File: config.mk
export PLATFORM = sky130hd
export DESIGN_NAME = decode_skid_stage
export DESIGN_NICKNAME = d
export VERILOG_FILES = /design/src/rtl/decode_skid_stage.sv
export SDC_FILE = /design/constraint.sdc
export NUM_CORES = 1
export LEC_CHECK = 0
export BUFFER_PORTS_ARGS = -buffer_cell sky130_fd_sc_hd__buf_2
export CAP_MARGIN = 20
export CELL_PAD_IN_SITES_DETAIL_PLACEMENT = 1
export CELL_PAD_IN_SITES_GLOBAL_PLACEMENT = 1
export CORE_MARGIN = 2
export CORE_UTILIZATION = 30
export CTS_BUF_LIST = sky130_fd_sc_hd__clkbuf_2
export CTS_CLUSTER_DIAMETER = 150
export CTS_CLUSTER_SIZE = 30
export DETAILED_ROUTE_END_ITERATION = 10
export PLACE_DENSITY = 0.71
export SLEW_MARGIN = 15
export SYNTH_ARGS = -nofsm -noshare
export SYNTH_HDL_FRONTEND = slang
export SYNTH_SLANG_ARGS = --single-unit
File: constraint.sdc
create_clock -name clk -period 2.5 [get_ports clk]
set_input_delay 0.25 -clock clk [delete_from_list [all_inputs] [get_ports clk]]
set_output_delay 0.25 -clock clk [all_outputs]
set_load 0.005 [all_outputs]
File: src/rtl/decode_skid_stage.sv
// ----------------------------------------------------------------------------
// decode_skid_stage
//
// Instruction-decode pipeline stage between fetch and execute. Each accepted
// RV32I instruction is classified by immediate format and its fully extended
// immediate is computed once, at capture, and stored alongside the
// instruction and PC. A registered output entry (OUT) plus one skid entry
// (SKID) give full throughput under backpressure. A synchronous flush empties
// the stage for branch redirect.
//
// Ports:
//   clk, rst          rising-edge clock, synchronous active-high reset
//   flush             discard all held and same-cycle incoming instructions
//   in_valid/in_ready fetch handshake (in_ready is a flop output)
//   in_inst, in_pc    instruction word and its PC
//   out_valid/out_ready execute handshake
//   out_inst, out_pc  instruction and PC of the output entry
//   out_imm           extended immediate of the output entry
//   out_imm_type      0 none/R, 1 I, 2 S, 3 B, 4 U, 5 J, 6 SHAMT
// ----------------------------------------------------------------------------
module decode_skid_stage #(
    parameter int DATA_WIDTH = 32
) (
    input  logic                  clk,
    input  logic                  rst,
    input  logic                  flush,
    input  logic                  in_valid,
    output logic                  in_ready,
    input  logic [31:0]           in_inst,
    input  logic [DATA_WIDTH-1:0] in_pc,
    output logic                  out_valid,
    input  logic                  out_ready,
    output logic [31:0]           out_inst,
    output logic [DATA_WIDTH-1:0] out_pc,
    output logic [DATA_WIDTH-1:0] out_imm,
    output logic [2:0]            out_imm_type
);

    localparam logic [1:0] ST_EMPTY = 2'd0;
    localparam logic [1:0] ST_ONE   = 2'd1;
    localparam logic [1:0] ST_TWO   = 2'd2;

    localparam logic [2:0] T_NONE  = 3'd0;
    localparam logic [2:0] T_I     = 3'd1;
    localparam logic [2:0] T_S     = 3'd2;
    localparam logic [2:0] T_B     = 3'd3;
    localparam logic [2:0] T_U     = 3'd4;
    localparam logic [2:0] T_J     = 3'd5;
    localparam logic [2:0] T_SHAMT = 3'd6;

    // ------------------------------------------------------------------
    // Decode of the incoming instruction
    // ------------------------------------------------------------------
    logic [6:0]            opcode;
    logic [2:0]            funct3;
    logic [31:0]           imm32;
    logic [2:0]            dec_type;
    logic [DATA_WIDTH-1:0] dec_imm;

    always_comb begin
        opcode   = in_inst[6:0];
        funct3   = in_inst[14:12];
        imm32    = 32'd0;
        dec_type = T_NONE;
        case (opcode)
            7'b0000011, 7'b1100111, 7'b1110011, 7'b0001111: begin
                dec_type = T_I;
                imm32    = {{20{in_inst[31]}}, in_inst[31:20]};
            end
            7'b0010011: begin
                if (funct3 == 3'b001 || funct3 == 3'b101) begin
                    // Shift-immediate: only the 5-bit shamt is an operand;
                    // funct7 (arith/logical select) stays in the inst word.
                    dec_type = T_SHAMT;
                    imm32    = {27'd0, in_inst[24:20]};
                end else begin
                    dec_type = T_I;
                    imm32    = {{20{in_inst[31]}}, in_inst[31:20]};
                end
            end
            7'b0100011: begin
                dec_type = T_S;
                imm32    = {{20{in_inst[31]}}, in_inst[31:25], in_inst[11:7]};
            end
            7'b1100011: begin
                dec_type = T_B;
                imm32    = {{19{in_inst[31]}}, in_inst[31], in_inst[7],
                            in_inst[30:25], in_inst[11:8], 1'b0};
            end
            7'b0110111, 7'b0010111: begin
                dec_type = T_U;
                imm32    = {in_inst[31:12], 12'd0};
            end
            7'b1101111: begin
                dec_type = T_J;
                imm32    = {{11{in_inst[31]}}, in_inst[31], in_inst[19:12],
                            in_inst[20], in_inst[30:21], 1'b0};
            end
            default: begin
                dec_type = T_NONE;
                imm32    = 32'd0;
            end
        endcase
    end

    // imm32 is already correct at 32 bits; widen by replicating bit 31
    // (SHAMT has bit 31 clear, so this is a zero-extension for it).
    assign dec_imm = DATA_WIDTH'($signed(imm32));

    // ------------------------------------------------------------------
    // Storage and control
    // ------------------------------------------------------------------
    logic [1:0]            state_q, state_d;
    logic                  in_ready_q, in_ready_d;
    logic [31:0]           out_inst_q, out_inst_d;
    logic [DATA_WIDTH-1:0] out_pc_q, out_pc_d;
    logic [DATA_WIDTH-1:0] out_imm_q, out_imm_d;
    logic [2:0]            out_type_q, out_type_d;
    logic [31:0]           skid_inst_q, skid_inst_d;
    logic [DATA_WIDTH-1:0] skid_pc_q, skid_pc_d;
    logic [DATA_WIDTH-1:0] skid_imm_q, skid_imm_d;
    logic [2:0]            skid_type_q, skid_type_d;

    logic accept;
    logic consume;

    assign out_valid = (state_q != ST_EMPTY);
    assign accept    = in_valid & in_ready_q;
    assign consume   = out_valid & out_ready;

    always_comb begin
        state_d     = state_q;
        out_inst_d  = out_inst_q;
        out_pc_d    = out_pc_q;
        out_imm_d   = out_imm_q;
        out_type_d  = out_type_q;
        skid_inst_d = skid_inst_q;
        skid_pc_d   = skid_pc_q;
        skid_imm_d  = skid_imm_q;
        skid_type_d = skid_type_q;

        case (state_q)
            ST_EMPTY: begin
                if (accept) begin
                    state_d    = ST_ONE;
                    out_inst_d = in_inst;
                    out_pc_d   = in_pc;
                    out_imm_d  = dec_imm;
                    out_type_d = dec_type;
                end
            end
            ST_ONE: begin
                if (accept && consume) begin
                    out_inst_d = in_inst;
                    out_pc_d   = in_pc;
                    out_imm_d  = dec_imm;
                    out_type_d = dec_type;
                end else if (accept) begin
                    state_d     = ST_TWO;
                    skid_inst_d = in_inst;
                    skid_pc_d   = in_pc;
                    skid_imm_d  = dec_imm;
                    skid_type_d = dec_type;
                end else if (consume) begin
                    state_d = ST_EMPTY;
                end
            end
            ST_TWO: begin
                // in_ready is low here, so only a consume can happen.
                if (consume) begin
                    state_d    = ST_ONE;
                    out_inst_d = skid_inst_q;
                    out_pc_d   = skid_pc_q;
                    out_imm_d  = skid_imm_q;
                    out_type_d = skid_type_q;
                end
            end
            default: state_d = ST_EMPTY;
        endcase

        // Flush overrides every transition; data registers keep stale
        // contents but are invisible once out_valid drops.
        if (flush) begin
            state_d = ST_EMPTY;
        end

        // Registered ready: depends only on the next state, so there is no
        // combinational path from in_valid/out_ready/flush to in_ready.
        in_ready_d = (state_d != ST_TWO);
    end

    always_ff @(posedge clk) begin
        if (rst) begin
            state_q     <= ST_EMPTY;
            in_ready_q  <= 1'b0;
            out_inst_q  <= '0;
            out_pc_q    <= '0;
            out_imm_q   <= '0;
            out_type_q  <= '0;
            skid_inst_q <= '0;
            skid_pc_q   <= '0;
            skid_imm_q  <= '0;
            skid_type_q <= '0;
        end else begin
            state_q     <= state_d;
            in_ready_q  <= in_ready_d;
            out_inst_q  <= out_inst_d;
            out_pc_q    <= out_pc_d;
            out_imm_q   <= out_imm_d;
            out_type_q  <= out_type_d;
            skid_inst_q <= skid_inst_d;
            skid_pc_q   <= skid_pc_d;
            skid_imm_q  <= skid_imm_d;
            skid_type_q <= skid_type_d;
        end
    end

    assign in_ready     = in_ready_q;
    assign out_inst     = out_inst_q;
    assign out_pc       = out_pc_q;
    assign out_imm      = out_imm_q;
    assign out_imm_type = out_type_q;

endmodule

==> impl_metrics.env, run 1 <==
export IMPL_final_nets=1302
export IMPL_routed_wirelength_um=28500
export IMPL_final_cells=1618
export IMPL_ys_async_sr_fraction_pct=0
export IMPL_hpwl_um=18800
export IMPL_period_minus_slack_ns=2.39
export IMPL_synth_seq_cells=201
export IMPL_die_area_um2=30500
export IMPL_cellPowerDensity_nw_per_um2=499
export IMPL_wl_met3_um=1580
export IMPL_first_pass_iters=4
export IMPL_placed_area_um2=9980
export IMPL_worst_slew_pin_slew_ns=0.611
export IMPL_p_comb_share_pct=14.9
export IMPL_yosys_warnings=0
export IMPL_final_common_cell="nand2_1"
export IMPL_cts_root_buf="clkbuf_2"
export IMPL_gp_congestion=0.778
export IMPL_skew_ns=0.0446
export IMPL_wl_met1_um=13100
export IMPL_viasPerCell=5.11
export IMPL_antenna_found_initial=2
export IMPL_finalSetupViolations=0
export IMPL_seq_power_share_pct=63.6
export IMPL_synth_cell_types=49
export IMPL_io_pins=170
export IMPL_startpoint="in_inst[2]"
export IMPL_drc=0
export IMPL_clock_sinks=201
export IMPL_timing_rr_start="state_q[1]"
export IMPL_first_global_vias=8319
export IMPL_crit_fanout=11
export IMPL_post_cts_setup_buffer_count=0
export IMPL_cpMostUsedCell="dlygate4sd3_1"
export IMPL_wl_per_cell_um=17.6
export IMPL_cp_slowest_cell="dlygate4sd3_1"
export IMPL_min_from="in_pc[5]"
export IMPL_grt_pass1_wl_um=45700
export IMPL_seq_area_frac_synth_pct=46.1
export IMPL_max_slew_margin_pct=59.2
export IMPL_fin_area_um2=10800
export IMPL_maxCapViolCount=0
export IMPL_drive_above_1_share_pct=23.2
export IMPL_ir_drop_v=0.000234
export IMPL_start_util_pct=30.4
export IMPL_worst_ep_arrival_time_ns=3.19
export IMPL_num_vias=8263
export IMPL_die_h_um=175
export IMPL_fmax_mhz=419
export IMPL_clk_pin_slew_ns=0.56
export IMPL_cpPeakStageDelay_ns=0.65
export IMPL_portBuffers=169
export IMPL_syn_area_per_cell_um2=8.35
export IMPL_row_count=62
export IMPL_rsz0062_at_grt="no"
export IMPL_status="complete, no violations"
export IMPL_top_layer_used="met5"
export IMPL_synth_nets=1113
export IMPL_setup_tns_ns=0
export IMPL_final_cell_mix="nand2_1 (303), dfxtp_1 (201), buf_2 (168)"
export IMPL_leakage_nw=4.05
export IMPL_htree_levels=1
export IMPL_p_sw_mw=1.54
export IMPL_netSwitchingFraction_pct=28.6
export IMPL_place_inst=1532
export IMPL_grt_max_degree=69
export IMPL_hold_class="primary input to register"
export IMPL_critPathKind="primary input to register"
export IMPL_core_area_um2=28700
export IMPL_endpoint_kind="register"
export IMPL_ys_flop_type="dfxtp_1"
export IMPL_ant_nets=0
export IMPL_area_growth_pct=23.6
export IMPL_track_usage_pct=18.4
export IMPL_wl_met2_um=13100
export IMPL_start_kind="primary input"
export IMPL_syn_inst=1044
export IMPL_clkLatencyLatePin_ns=0.87
export IMPL_drtIter0Drc=466
export IMPL_die_x_um=175
export IMPL_slew_viol_final=0
export IMPL_intPower_mw=3.84
export IMPL_numCtsBuffers=10
export IMPL_cts_buffer_depth=3
export IMPL_cts_tree="done"
export IMPL_gr_total_overflow=0
export IMPL_cpLargestDelayFamily="buffers and inverters"
export IMPL_cp_cell_sequence="dlygate4sd3_1 > buf_2 > nand3_1 > dlygate4sd3_1 > a21oi_1 > dlygate4sd3_1 > nor3_1 > a2111oi_0"
export IMPL_hold_viol_final=0
export IMPL_synth_edf_count=0
export IMPL_fin_crit_sh_pct=95.4
export IMPL_clkPwrFrac_pct=21.5
export IMPL_syn_area_um2=8720
export IMPL_crit_buf_inv=4
export IMPL_required_ns=3.30
## final cells by class
class                           count  area (um2)
Timing Repair Buffer              274        1930
Clock inverter                      1        11.3
Multi-Input combinational cell    744        4270
Antenna cell                        1        2.50
Clock buffer                       11        55.1
Fill cell                        3464       17900
Sequential cell                   201        4020
Inverter                            2        7.51
Tap cell                          384         480
## what timing repair did
action / CTS / global route
hold buffers: 73 / 0
endpoints found under the hold margin: 201 / 0
resized for setup: 0 / 0
## synth_stat cells, drive strengths merged (3+ instances only)
cell / number / area share, %
a22o: 6 / 0.60
nand3: 5 / 0.29
and3b: 3 / 0.30
nand2b: 4 / 0.29
nor2: 111 / 4.8
a21o: 4 / 0.34
o21bai: 6 / 0.52
clkbuf: 65 / 2.8
o211ai: 3 / 0.26
or3: 13 / 0.93
nand4b: 3 / 0.30
nor2b: 4 / 0.29
a221oi: 8 / 0.80
nand2: 303 / 13
dfxtp: 201 / 46
nor3: 9 / 0.52
a311oi: 88 / 13
nand3b: 3 / 0.26
o21ai: 23 / 1.3
and3: 4 / 0.29
o22ai: 5 / 0.36
and2: 3 / 0.22
a21oi: 91 / 5.2
a211oi: 21 / 1.8
buf: 32 / 2.5
o221ai: 5 / 0.50
## power by group through the flow
stage / combinational, mW / sequential, mW / clock (mW)
after floorplan: 0.405 / 3.45 / 0
after global placement: 0.700 / 3.45 / 0
after detailed placement: 0.717 / 3.45 / 0
after CTS: 0.804 / 3.42 / 1.21
after global routing: 0.880 / 3.45 / 1.33
final: 0.802 / 3.42 / 1.16
## per-layer routing
layer  up-vias  GRT usage, %
li1       4005             -
met1      4041          24.8
met2       176          30.0
met3        39          3.41
met4         2          5.10
met5         -             0
## sequential cells by signal, indices dropped and copies added, names as in the netlist
signal and count:
skid_pc_q 32, out_imm_type 3, out_imm 32, skid_inst_q 32
in_ready 1, state_q 2, out_inst 32, skid_type_q 3
out_pc 32, skid_imm_q 32
## cell families after synthesis
group | after synthesis | share of synthesized area, %
XOR/XNOR | 1 | 0.100
AND/OR/NAND/NOR | 473 | 22.3
AO/OA/AOI/OAI | 270 | 26.1
buffers and inverters | 99 | 5.39
flip-flops | 201 | 46.1
## tightest hold or removal path, stage by stage
cell and delay [ns]:
dlygate4sd3_1 0.53, buf_2 0.13, nand2_1 0.05, a21oi_1 0.05
## stage by stage
step / hold slack (ns) / util, % / power (mW) / setup slack (ns)
after floorplan: 0.327 / - / 3.85 / 0.686
after global placement: 0.435 / 34.8 / 4.15 / 0.459
after detailed placement: 0.436 / 34.8 / 4.17 / 0.293
after CTS: 0.0230 / 37.5 / 5.44 / 0.181
after global routing: 0.0129 / 37.6 / 5.65 / 0.0139
final: 0.0971 / 37.6 / 5.38 / 0.115
## worst paths after layout
check | slack, ns | depth (start not counted) | endpoint
worst min register to register | 0.47 | 2 | skid_pc_q[22]
worst min-delay path | 0.1 | 4 | skid_pc_q[5]
worst max register to register | 0.29 | 6 | out_pc[19]
worst max-delay path | 0.11 | 8 | out_imm[31]
(Power assumes the default switching activity.)
==> run 2, diff against run 1 <==
--- a/config.mk
+++ b/config.mk
@@ -5,7 +5,6 @@
 export SDC_FILE = /design/constraint.sdc
 export NUM_CORES = 1
 export LEC_CHECK = 0
-export BUFFER_PORTS_ARGS = -buffer_cell sky130_fd_sc_hd__buf_2
 export CAP_MARGIN = 20
 export CELL_PAD_IN_SITES_DETAIL_PLACEMENT = 1
 export CELL_PAD_IN_SITES_GLOBAL_PLACEMENT = 1
@@ -15,7 +14,8 @@
 export CTS_CLUSTER_DIAMETER = 150
 export CTS_CLUSTER_SIZE = 30
 export DETAILED_ROUTE_END_ITERATION = 10
-export PLACE_DENSITY = 0.71
+export DONT_BUFFER_PORTS = 1
+export PLACE_DENSITY = 0.64
 export SLEW_MARGIN = 15
 export SYNTH_ARGS = -nofsm -noshare
 export SYNTH_HDL_FRONTEND = slang
==> impl_metrics.env, run 2 (same netlist as run 1, synthesis figures left out) <==
export IMPL_start_util_pct=30.4
export IMPL_first_pass_iters=4
export IMPL_gr_total_overflow=0
export IMPL_viasPerCell=5.24
export IMPL_hpwl_um=16800
export IMPL_numCtsBuffers=10
export IMPL_intPower_mw=3.73
export IMPL_rr_worst_depth=6
export IMPL_crit_fanout=59
export IMPL_ir_drop_v=0.000278
export IMPL_final_cells=1484
export IMPL_timing_rr_start="state_q[1]"
export IMPL_fin_crit_sh_pct=98.5
export IMPL_hold_viol_final=175
export IMPL_clkPwrFrac_pct=22.4
export IMPL_netSwitchingFraction_pct=27.3
export IMPL_max_slew_margin_pct=62.5
export IMPL_track_usage_pct=17.4
export IMPL_cts_root_buf="clkbuf_2"
export IMPL_min_path_cells=1
export IMPL_cellPowerDensity_nw_per_um2=496
export IMPL_antenna_found_initial=3
export IMPL_ff2ff_setup_slack_ns=0.04
export IMPL_hold_class="primary input to register"
export IMPL_p_sw_mw=1.40
export IMPL_fmax_mhz=406
export IMPL_cts_tree="done"
export IMPL_clock_sinks=201
export IMPL_leakage_nw=3.42
export IMPL_critPathKind="register to register"
export IMPL_wl_per_cell_um=19.0
export IMPL_clkLatencyLatePin_ns=0.89
export IMPL_num_fill_cells=3412
export IMPL_required_ns=3.38
export IMPL_cts_buffer_depth=3
export IMPL_place_inst=1349
export IMPL_row_count=62
export IMPL_cpLargestDelayFamily="buffers and inverters"
export IMPL_core_area_um2=28700
export IMPL_worst_ep_arrival_time_ns=3.34
export IMPL_endpoint_kind="register"
export IMPL_start_kind="register"
export IMPL_final_nets=1167
export IMPL_violations="hold timing"
export IMPL_skew_ns=0.0998
export IMPL_io_pins=170
export IMPL_fin_hold_ws_ns=-0.682
export IMPL_cp_cell_sequence="and3b_2 > nor2b_4 > buf_12 > nor2_1 > a211oi_1 > dlygate4sd3_1"
export IMPL_cpPeakStageDelay_ns=0.59
export IMPL_status="finished, violations left"
export IMPL_r2r_end="skid_imm_q[3]"
export IMPL_final_cell_mix="nand2_1 (303), dfxtp_1 (198), dlygate4sd3_1 (120)"
export IMPL_slew_viol_final=0
export IMPL_routed_wirelength_um=28300
export IMPL_p_comb_share_pct=10.3
export IMPL_gp_congestion=0.731
export IMPL_worst_slew_pin_slew_ns=0.562
export IMPL_whs_endpoint="out_imm[30]"
export IMPL_area_growth_pct=18.6
export IMPL_portBuffers=0
export IMPL_die_h_um=175
export IMPL_die_area_um2=30500
export IMPL_drtIter0Drc=351
export IMPL_ant_nets=0
export IMPL_die_x_um=175
export IMPL_cp_slowest_cell="dlygate4sd3_1"
export IMPL_period_minus_slack_ns=2.46
export IMPL_crit_buf_inv=2
export IMPL_finalSetupViolations=0
export IMPL_num_vias=7776
export IMPL_seq_power_share_pct=67.3
export IMPL_min_from="rst"
export IMPL_drive_above_1_share_pct=9.84
export IMPL_drc=0
export IMPL_grt_max_degree=201
export IMPL_grt_pass1_wl_um=43200
export IMPL_post_cts_setup_buffer_count=0
export IMPL_final_common_cell="nand2_1"
export IMPL_clk_pin_slew_ns=0.56
export IMPL_first_global_vias=7582
export IMPL_htree_levels=1
export IMPL_maxCapViolCount=0
run 2: changes by cell type in the layout (fill, tap and decap cells not counted), moves of 2 or more:
cell | before | now
dfxtp_2 | 0 | 3
dlygate4sd3_1 | 73 | 120
buf_2 | 168 | 0
dfxtp_1 | 201 | 198
buf_4 | 24 | 8
buf_12 | 8 | 10
run 2: layout make-up:
class / instances / area, um2 / share of cell area [%]
Multi-Input combinational cell: 744 / 4270 / 41.3
Sequential cell: 201 / 4030 / 38.9
Timing Repair Buffer: 139 / 1490 / 14.4
Tap cell: 384 / 480 / 4.64
Clock buffer: 11 / 55.1 / 0.532
Clock inverter: 1 / 11.3 / 0.109
Inverter: 2 / 7.51 / 0.0726
Antenna cell: 2 / 5.00 / 0.0484
run 2: what timing repair did:
action                                  CTS  global route
endpoints found under the hold margin   201           200
hold buffers                             48            72
gates resized for setup                   0             4
endpoints found under the setup margin    0            32
run 2: worst max path at each step:
| stage | from | to | cells after the start |
|---|---|---|---|
| floorplan | state_q[1] | out_pc[0] | 9 |
| global placement | state_q[1] | out_pc[25] | 6 |
| detailed placement | state_q[1] | out_pc[18] | 6 |
| CTS | state_q[1] | skid_inst_q[9] | 6 |
| global route | state_q[1] | skid_imm_q[3] | 6 |
| finish | state_q[1] | skid_imm_q[3] | 6 |
run 2: through the flow:
| step | setup slack (ns) | utilization [%] | total power [mW] | area, um2 | TNS [ns] |
|---|---|---|---|---|---|
| after floorplan | 0.686 | - | 3.85 | 8720 | 0 |
| after detailed placement | 0.375 | 31.5 | 3.90 | 9040 | 0 |
| after global placement | 0.458 | 31.5 | 3.89 | 9040 | 0 |
| final | 0.0381 | 36.0 | 5.13 | 10300 | 0 |
| after CTS | 0.0339 | 33.4 | 5.15 | 9590 | 0 |
| after global routing | -0.0410 | 36.0 | 5.39 | 10300 | -0.0467 |
run 2: power by group through the flow:
| stage | Combinational (mW) | Clock, mW | Sequential (mW) |
|---|---|---|---|
| 2_1_floorplan | 0.405 | 0 | 3.45 |
| 3_5_place_dp | 0.416 | 0 | 3.49 |
| 5_1_grt | 0.583 | 1.33 | 3.48 |
| 4_1_cts | 0.447 | 1.24 | 3.46 |
| 3_3_place_gp | 0.401 | 0 | 3.48 |
| 6_report | 0.528 | 1.15 | 3.45 |
run 2: routing by layer:
metal  GRT usage, %  routed length, um  vias to the layer above
met5              0                 13                        -
li1               -                  -                     3737
met4           2.92                418                        2
met3           4.94               1820                       30
met2           29.1              13300                      148
met1           22.6              12700                     3859
